File: src/rtl/tmds_pkg.sv
// Shared TMDS definitions: control tokens, TERC4 table, popcount and the
// signed running-disparity type used by the channel encoder.
package tmds_pkg;

    typedef logic signed [4:0] disp_t;

    localparam logic [9:0] CTRL_TOK_00 = 10'b1101010100;
    localparam logic [9:0] CTRL_TOK_01 = 10'b0010101011;
    localparam logic [9:0] CTRL_TOK_10 = 10'b0101010100;
    localparam logic [9:0] CTRL_TOK_11 = 10'b1010101011;

    function automatic logic [3:0] popcount8(input logic [7:0] d);
        logic [3:0] n;
        n = 4'd0;
        for (int i = 0; i < 8; i++) begin
            n = n + {3'b000, d[i]};
        end
        return n;
    endfunction

    function automatic logic [9:0] ctrl_token(input logic [1:0] c);
        logic [9:0] t;
        case (c)
            2'b00:   t = CTRL_TOK_00;
            2'b01:   t = CTRL_TOK_01;
            2'b10:   t = CTRL_TOK_10;
            default: t = CTRL_TOK_11;
        endcase
        return t;
    endfunction

    function automatic logic [9:0] terc4_encode(input logic [3:0] a);
        logic [9:0] t;
        case (a)
            4'h0:    t = 10'b1010011100;
            4'h1:    t = 10'b1001100011;
            4'h2:    t = 10'b1011100100;
            4'h3:    t = 10'b1011100010;
            4'h4:    t = 10'b0101110001;
            4'h5:    t = 10'b0100011110;
            4'h6:    t = 10'b0110001110;
            4'h7:    t = 10'b0100111100;
            4'h8:    t = 10'b1011001100;
            4'h9:    t = 10'b0100111001;
            4'hA:    t = 10'b0110011100;
            4'hB:    t = 10'b1011000110;
            4'hC:    t = 10'b1010001110;
            4'hD:    t = 10'b1001110001;
            4'hE:    t = 10'b0101100011;
            default: t = 10'b1011000011;
        endcase
        return t;
    endfunction

endpackage

File: src/rtl/tmds_encoder_if.sv
// Pixel-side bus of one TMDS channel encoder. aux_en_i/aux_i exist only
// when TMDS_TERC4_EN is defined.
interface tmds_encoder_if;
    logic       ce_i;
    logic       de_i;
    logic [7:0] d_i;
    logic [1:0] ctrl_i;
`ifdef TMDS_TERC4_EN
    logic       aux_en_i;
    logic [3:0] aux_i;
`endif
    logic [9:0] q_o;

`ifdef TMDS_TERC4_EN
    modport master (output ce_i, de_i, d_i, ctrl_i, aux_en_i, aux_i, input q_o);
    modport slave  (input ce_i, de_i, d_i, ctrl_i, aux_en_i, aux_i, output q_o);
`else
    modport master (output ce_i, de_i, d_i, ctrl_i, input q_o);
    modport slave  (input ce_i, de_i, d_i, ctrl_i, output q_o);
`endif
endinterface

File: src/rtl/tmds_encoder.sv
// Two-stage DVI TMDS channel encoder (transition minimisation, then DC
// balance). Define TMDS_TERC4_EN to add HDMI TERC4 auxiliary periods.
module tmds_encoder
    import tmds_pkg::*;
(
    input  logic           clk_i,
    input  logic           rst_ni,
    tmds_encoder_if.slave  bus
);

    // Transition-minimised 9-bit word; bit 8 flags XOR (1) or XNOR (0).
    function automatic logic [8:0] tmds_qm(input logic [7:0] d);
        logic [3:0] n1;
        logic       use_xnor;
        logic [8:0] qm;
        n1       = popcount8(d);
        use_xnor = (n1 > 4'd4) || ((n1 == 4'd4) && !d[0]);
        qm       = '0;
        qm[0]    = d[0];
        for (int i = 1; i < 8; i++) begin
            qm[i] = use_xnor ? ~(qm[i-1] ^ d[i]) : (qm[i-1] ^ d[i]);
        end
        qm[8] = ~use_xnor;
        return qm;
    endfunction

    logic [8:0] w_qm_p0;
    logic [8:0] r_qm_p1;
    logic       r_de_p1;
    logic [1:0] r_ctrl_p1;
`ifdef TMDS_TERC4_EN
    logic       r_aux_en_p1;
    logic [3:0] r_aux_p1;
`endif

    logic [3:0] w_n1m_p1;
    logic [3:0] w_n0m_p1;
    disp_t      w_diff_p1;
    logic [9:0] w_q_p1;
    disp_t      w_cnt_nxt_p1;

    logic [9:0] r_q_p2;
    disp_t      r_cnt_p2;

    assign w_qm_p0 = tmds_qm(bus.d_i);

    // ---- stage 0 -> 1: transition minimisation ----
    always_ff @(posedge clk_i or negedge rst_ni) begin
        if (!rst_ni) begin
            r_de_p1     <= 1'b0;
            r_ctrl_p1   <= 2'b00;
`ifdef TMDS_TERC4_EN
            r_aux_en_p1 <= 1'b0;
`endif
        end else if (bus.ce_i) begin
            r_de_p1     <= bus.de_i;
            r_ctrl_p1   <= bus.ctrl_i;
`ifdef TMDS_TERC4_EN
            r_aux_en_p1 <= bus.aux_en_i;
`endif
        end
    end

    always_ff @(posedge clk_i) begin
        if (bus.ce_i) begin
            r_qm_p1  <= w_qm_p0;
`ifdef TMDS_TERC4_EN
            r_aux_p1 <= bus.aux_i;
`endif
        end
    end

    // ---- stage 1 -> 2: DC balance and symbol select ----
    always_comb begin
        w_n1m_p1     = popcount8(r_qm_p1[7:0]);
        w_n0m_p1     = 4'd8 - w_n1m_p1;
        w_diff_p1    = $signed({1'b0, w_n1m_p1}) - $signed({1'b0, w_n0m_p1});
        w_q_p1       = CTRL_TOK_00;
        w_cnt_nxt_p1 = '0;
        if (r_de_p1) begin
            if ((r_cnt_p2 == 5'sd0) || (w_n1m_p1 == w_n0m_p1)) begin
                w_q_p1       = {~r_qm_p1[8], r_qm_p1[8],
                                r_qm_p1[8] ? r_qm_p1[7:0] : ~r_qm_p1[7:0]};
                w_cnt_nxt_p1 = r_qm_p1[8] ? (r_cnt_p2 + w_diff_p1)
                                          : (r_cnt_p2 - w_diff_p1);
            end else if (((r_cnt_p2 > 5'sd0) && (w_n1m_p1 > w_n0m_p1)) ||
                         ((r_cnt_p2 < 5'sd0) && (w_n0m_p1 > w_n1m_p1))) begin
                w_q_p1       = {1'b1, r_qm_p1[8], ~r_qm_p1[7:0]};
                w_cnt_nxt_p1 = r_cnt_p2 + (r_qm_p1[8] ? 5'sd2 : 5'sd0) - w_diff_p1;
            end else begin
                w_q_p1       = {1'b0, r_qm_p1[8], r_qm_p1[7:0]};
                w_cnt_nxt_p1 = r_cnt_p2 + w_diff_p1 - (r_qm_p1[8] ? 5'sd0 : 5'sd2);
            end
`ifdef TMDS_TERC4_EN
        end else if (r_aux_en_p1) begin
            w_q_p1 = terc4_encode(r_aux_p1);
`endif
        end else begin
            w_q_p1 = ctrl_token(r_ctrl_p1);
        end
    end

    always_ff @(posedge clk_i or negedge rst_ni) begin
        if (!rst_ni) begin
            r_q_p2   <= CTRL_TOK_00;
            r_cnt_p2 <= '0;
        end else if (bus.ce_i) begin
            r_q_p2   <= w_q_p1;
            r_cnt_p2 <= w_cnt_nxt_p1;
        end
    end

    assign bus.q_o = r_q_p2;

endmodule

File: src/flat_wrapper.sv
// flat-port wrapper written by rule: the top's interface ports become plain ports
module tmds_encoder_flat import tmds_pkg::*;
  (clk_i, rst_ni, bus_ce_i, bus_de_i, bus_d_i, bus_ctrl_i, bus_q_o);
  tmds_encoder_if bus_i ();
  input  logic clk_i;
  input  logic rst_ni;
  input wire logic [$bits(bus_i.ce_i)-1:0] bus_ce_i;
  input wire logic [$bits(bus_i.de_i)-1:0] bus_de_i;
  input wire logic [$bits(bus_i.d_i)-1:0] bus_d_i;
  input wire logic [$bits(bus_i.ctrl_i)-1:0] bus_ctrl_i;
  output wire logic [$bits(bus_i.q_o)-1:0] bus_q_o;
  assign bus_i.ce_i = bus_ce_i;
  assign bus_i.de_i = bus_de_i;
  assign bus_i.d_i = bus_d_i;
  assign bus_i.ctrl_i = bus_ctrl_i;
  assign bus_q_o = bus_i.q_o;
  tmds_encoder u_core (.clk_i(clk_i), .rst_ni(rst_ni), .bus(bus_i));
endmodule
File: config.mk
export PLATFORM = sky130hd
export DESIGN_NAME = tmds_encoder_flat
export DESIGN_NICKNAME = d
export VERILOG_FILES = /design/src/rtl/tmds_pkg.sv /design/src/rtl/tmds_encoder_if.sv /design/src/rtl/tmds_encoder.sv /design/src/flat_wrapper.sv
export SDC_FILE = /design/constraint.sdc
export NUM_CORES = 1
export LEC_CHECK = 0
export CORE_UTILIZATION = 60
export CTS_CLUSTER_DIAMETER = 30
export CTS_CLUSTER_SIZE = 10
export DETAILED_ROUTE_END_ITERATION = 7
export PLACE_DENSITY = 0.84
export SLEW_MARGIN = 40
export SYNTH_ARGS = -nofsm -noshare
export SYNTH_HDL_FRONTEND = slang
export SYNTH_SLANG_ARGS = --single-unit
File: constraint.sdc
create_clock -name clk_i -period 8.3 [get_ports clk_i]
set_clock_uncertainty 0.1 [all_clocks]
set_input_delay 1.66 -clock clk_i [delete_from_list [all_inputs] [get_ports clk_i]]
set_output_delay 1.66 -clock clk_i [all_outputs]
set_load 0.02 [all_outputs]
# After elaboration in Yosys (flattened, before gate mapping)
# Cells that the tools add are included.
[classes]
bitwise = 17
addsub = 21
n_reduce_logical = 9
n_lt_le_gt_ge = 5
mux = 18
eq_ne = 4
[ops]
columns = ["operator", "count"]
rows = [
  ["$add 4x1->4", 12],
  ["$mux 10", 3],
  ["$pmux 10 s3", 1],
  ["$mux 5", 4],
  ["$sub 5x5->5", 3],
  ["$add 5x5->5", 2],
  ["$not 1->1", 9],
  ["$gt 4x4->1", 2],
  ["$mux 8", 1],
  ["$not 8->8", 1],
  ["$mux 1", 7],
  ["$xor 1x1->1", 7],
  ["$gt 5x1->1 const B", 1],
  ["$logic_not 5->1", 1],
  ["$lt 5x1->1 const B", 1],
  ["$sub 4x4->5", 1],
  ["$add 1x1->2", 2],
  ["$eq 4x3->1 const B", 1],
  ["$eq 4x4->1", 1],
  ["$gt 4x3->1 const B", 1],
  ["$mux 2", 2],
  ["$sub 4x4->4 const A", 1],
  ["$logic_and 1x1->1", 3],
  ["$logic_or 1x1->1", 3],
  ["other kinds (4)", 4],
]
[word_totals]
input_bits = 14
elab_cells = 79
regBits = 27
out_inout_bits = 10

# Logic depth before layout (Yosys ltp)
[depth]
ltp_word = 29
ltp_mapped = 17
ltp_nobuf = 17

# Worst setup path after synthesis
# Ideal clock, no wire load.
[synth_timing]
path_kind = "in2reg"
from = "in bus_d_i[0]"
to = "reg u_core.r_qm_p1[5] (data pin)"
path_buffers = 0
setup_ns = 0.266
path_stages = 12
arrival_time_ns = 4.710
required_ns = 7.934
path_slack_ns = 3.224
path_cell_list = "ha_1 inv_1 fa_1 fa_1 inv_1 fa_1 fa_1 nor3b_1 o21ai_0 a21oi_1 xnor2_1 xnor2_1"
[synth_via]
elab_chain_len = 23
word_cells_on_any_way = 27
classes_between = "add/sub (7); order compare (1); eq/ne (1); mux (5); bitwise (10); reduce/logical (3)"
[synth_lines]
columns = ["item", "line", "text"]
rows = [
  ["start: declaration", "flat_wrapper.sv:9", "input wire logic [$bits(bus_i.d_i)-1:0] bus_d_i;"],
  ["branches (longest 22 deep; another with $add 4x1->4)", "--", ""],
  ["$mux 1 *", "tmds_encoder.sv:21", "qm[i] = use_xnor ? ~(qm[i-1] ^ d[i]) : (qm[i-1] ^ d[i]);"],
  ["net u_core.w_qm_p0[5]", "tmds_encoder.sv:27", "logic [8:0] w_qm_p0;"],
  ["end signal: assignment", "tmds_encoder.sv:66", "r_qm_p1 <= w_qm_p0;"],
  ["end: declaration", "tmds_encoder.sv:28", "logic [8:0] r_qm_p1;"],
]
# Mark *: on every way through the listed nets, which the timed path passes.
# A chain may end at the register's enable or synchronous reset.

# Worst setup path after layout
# Same ends and word-level chain as after synthesis.

==> results.txt <==
die outline width: 62.7 µm
fraction of layout instances using a drive strength above 1: 0.107
number of CTS-inserted buffers: 3
kind of critical path: in -> reg
worst slew margin relative to its limit: 0.549
Critical Path End Type: register
global route overflow: 0
fin. max-slew vios: 0
total detailed-routing wirelength: 3840 µm
GPL Wtd Cong: 0.899
detailed-router iteration count before antenna repair: 4
GRT Util Overall: 0.218
most instantiated flip-flop cell in the synthesis netlist: sky130_fd_sc_hd__dfrtp_1
worst-case clock buffer depth: 2
highest clock rate: 0.183 GHz
adder-cell area share of the yosys netlist: 0.234
Tmin final: 5480 ps
share of cell area taken by muxes after synthesis: 0.0283
number of antenna violations at the first check in global routing: 0
clock tree from TritonCTS: done
num rows: 21
post-synthesis sequential element count: 27
Hold Violations, Final: 0
worst skew pair latency: 270 ps
number of diodes added for antenna fixing: 0
number of max-cap violations: 0
R2R setup slack: 2990 ps
number of levels the H-tree was split into: 1
worst hold slack after final layout: 394 ps
CTS Root Buffer Type: sky130_fd_sc_hd__clkbuf_8
simple logic cell fraction of the synthesized area: 0.0862
unrepaired setup endpoints after global routing: false
maximum number of pins on one net before global-route repair: 34
async set or reset register ratio after synthesis: 0.667
antenna-violating nets left: 0
sequential area share after synthesis: 0.329
total half-perimeter wirelength after legalization and detailed placement: 3070 µm
total die area: 0.00393 mm²
period utilization: 0.660
number of ports placed on the die boundary: 24
result of the run: finished, final reports clean
Clock Sink Count: 27
clock slew seen by the registers of the worst setup and hold paths: 100 ps
CP max FO: 3
number of port buffers: 23
height of the die: 62.7 µm
global-route wire length before repair: 6810 µm
Synth Warn #: 0
worst endpoint data arrival time: 5400 ps
EDFF count, synth: 9
Setup-failing EPs final: 0
worst min-delay path category: reg -> reg
share of the synthesized area in compound gates (AO/OA/AOI/OAI): 0.132
slew of the pin with the lowest slew margin: 676 ps
hold_buf cts: 0
total negative setup slack: 0 ps
mean cell area of the mapped netlist: 10.1 µm²
post-DR wirelength/cell: 13.3 µm
synth unique cells: 42
area share of xor/xnor cells in the synthesized design: 0.118
net count reported at finish: 292
Area growth syn-to-layout: 14.3%
count of buffers added by post-CTS timing repair for setup: 0
Avg Vias per Cell: 5.29
post-synthesis instance total: 219
required time of the worst setup path: 8220 ps
Critical Path Source Type: primary input
number of gates given a new drive strength after cts: 0
starting density of the core: 0.641
Core Region: 0.00344 mm²
Post-Syn Nets: 267
number of global-route vias before repair: 1538
area of the mapped netlist: 0.00221 mm²
combinational family with the most area after synthesis: adder cells
via total after detailed routing: 1528
DRC violations left: 0
number of design-rule violations left by the first detailed-router iteration: 122
placed cells by master (no fill, tap or decap), types with 3 or more instances in the layout:
cell type	count
sky130_fd_sc_hd__nand2_1	8
sky130_fd_sc_hd__clkbuf_8	3
sky130_fd_sc_hd__edfxtp_1	9
sky130_fd_sc_hd__a21oi_1	15
sky130_fd_sc_hd__nor2_1	23
sky130_fd_sc_hd__xor2_1	5
sky130_fd_sc_hd__ha_1	22
sky130_fd_sc_hd__inv_1	36
sky130_fd_sc_hd__xnor2_1	21
sky130_fd_sc_hd__mux2i_1	4
sky130_fd_sc_hd__fa_1	12
sky130_fd_sc_hd__clkdlybuf4s50_1	22
sky130_fd_sc_hd__dfstp_2	5
sky130_fd_sc_hd__dfrtp_1	13
sky130_fd_sc_hd__o21ai_0	10
final cells by class:
type / instances / area [µm²]
clock inverters: 1 / 7.51
inverters: 37 / 139
multi-input cells: 151 / 1320
fillers: 252 / 918
well taps: 46 / 57.6
flip-flops and latches: 27 / 727
repair buffers: 24 / 233
clock buffers: 3 / 41.3
logic make-up after synthesis:
| family | Yosys count |
|---|---|
| AOI/OAI and AO/OA | 42 |
| DFF | 27 |
| adders and majority gates | 34 |
| muxes | 6 |
| buffers and inverters | 41 |
| and+or+nand+nor | 41 |
| xor gates and xnor gates | 28 |
per-layer routing:
layer	share of wire	routed length (µm)	global-route usage
met1	0.47	1800	0.303
met2	0.49	1900	0.370
met3	0.031	120	0.0219
met4	0.0063	24	0.0494
met5	0	0	0
worst paths after layout:
kind                                                from                        endpoint  depth (start not counted)
max                                           bus_d_i[0]     u_core.r_qm_p1[5]$_DFFE_PP_                         13
min                        u_core.bus.q_o[6]$_DFFE_PN1P_   u_core.bus.q_o[6]$_DFFE_PN1P_                          2
max reg2reg                  u_core.r_qm_p1[1]$_DFFE_PP_  u_core.r_cnt_p2[4]$_DFFE_PN0P_                         16
min reg2reg                u_core.bus.q_o[6]$_DFFE_PN1P_   u_core.bus.q_o[6]$_DFFE_PN1P_                          2
max in group asynchronous                         rst_ni   u_core.bus.q_o[9]$_DFFE_PN1P_                          1
min in group asynchronous                         rst_ni   u_core.bus.q_o[7]$_DFFE_PN0P_                          1
through the flow:
| stage | std cells | setup WS (ps) | cell area (µm²) | util |
|---|---|---|---|---|
| floorplan | 219 | 3220 | 2210 | - |
| detailed placement | 285 | 2530 | 2480 | 0.720 |
| global placement | 285 | 2640 | 2480 | 0.720 |
| CTS | 289 | 2820 | 2530 | 0.735 |
| global route | 289 | 2580 | 2520 | 0.733 |
| finish | 289 | 2820 | 2520 | 0.733 |
state kept, by name, indices dropped and copies added, names as in the netlist:
name and flops:
u_core.r_qm_p1 9, u_core.r_de_p1 1, u_core.r_ctrl_p1 2, u_core.r_cnt_p2 5
u_core.bus.q_o 10
synth_stat cells (2+ instances only):
library cell | instances | area share
sky130_fd_sc_hd__dfstp_2 | 5 | 0.060
sky130_fd_sc_hd__nand2_1 | 8 | 0.014
sky130_fd_sc_hd__edfxtp_1 | 9 | 0.12
sky130_fd_sc_hd__nor2_1 | 23 | 0.039
sky130_fd_sc_hd__xnor2_1 | 21 | 0.083
sky130_fd_sc_hd__dfrtp_1 | 13 | 0.15
sky130_fd_sc_hd__a31oi_1 | 2 | 0.0057
sky130_fd_sc_hd__and2_1 | 2 | 0.0057
sky130_fd_sc_hd__xor2_2 | 2 | 0.015
sky130_fd_sc_hd__mux2i_1 | 4 | 0.018
sky130_fd_sc_hd__o21ai_0 | 10 | 0.023
sky130_fd_sc_hd__mux2_2 | 2 | 0.010
sky130_fd_sc_hd__clkbuf_1 | 3 | 0.0051
sky130_fd_sc_hd__a21oi_1 | 15 | 0.034
sky130_fd_sc_hd__nor3b_1 | 2 | 0.0068
sky130_fd_sc_hd__ha_1 | 22 | 0.12
sky130_fd_sc_hd__inv_1 | 36 | 0.061
sky130_fd_sc_hd__xor2_1 | 5 | 0.020
sky130_fd_sc_hd__fa_1 | 12 | 0.11
critical path, cell delays in order:
cell	delay (ps)
sky130_fd_sc_hd__clkdlybuf4s50_1	450
sky130_fd_sc_hd__ha_1	360
sky130_fd_sc_hd__inv_1	70
sky130_fd_sc_hd__fa_1	450
sky130_fd_sc_hd__fa_1	500
sky130_fd_sc_hd__inv_1	50
sky130_fd_sc_hd__fa_1	400
sky130_fd_sc_hd__fa_1	450
sky130_fd_sc_hd__nor3b_1	250
sky130_fd_sc_hd__o21ai_0	110
sky130_fd_sc_hd__a21oi_1	290
sky130_fd_sc_hd__xnor2_1	250
sky130_fd_sc_hd__xnor2_1	120
Power is not shown: default switching activity piles up to over one toggle a cycle in this logic, so the estimate is an artifact.
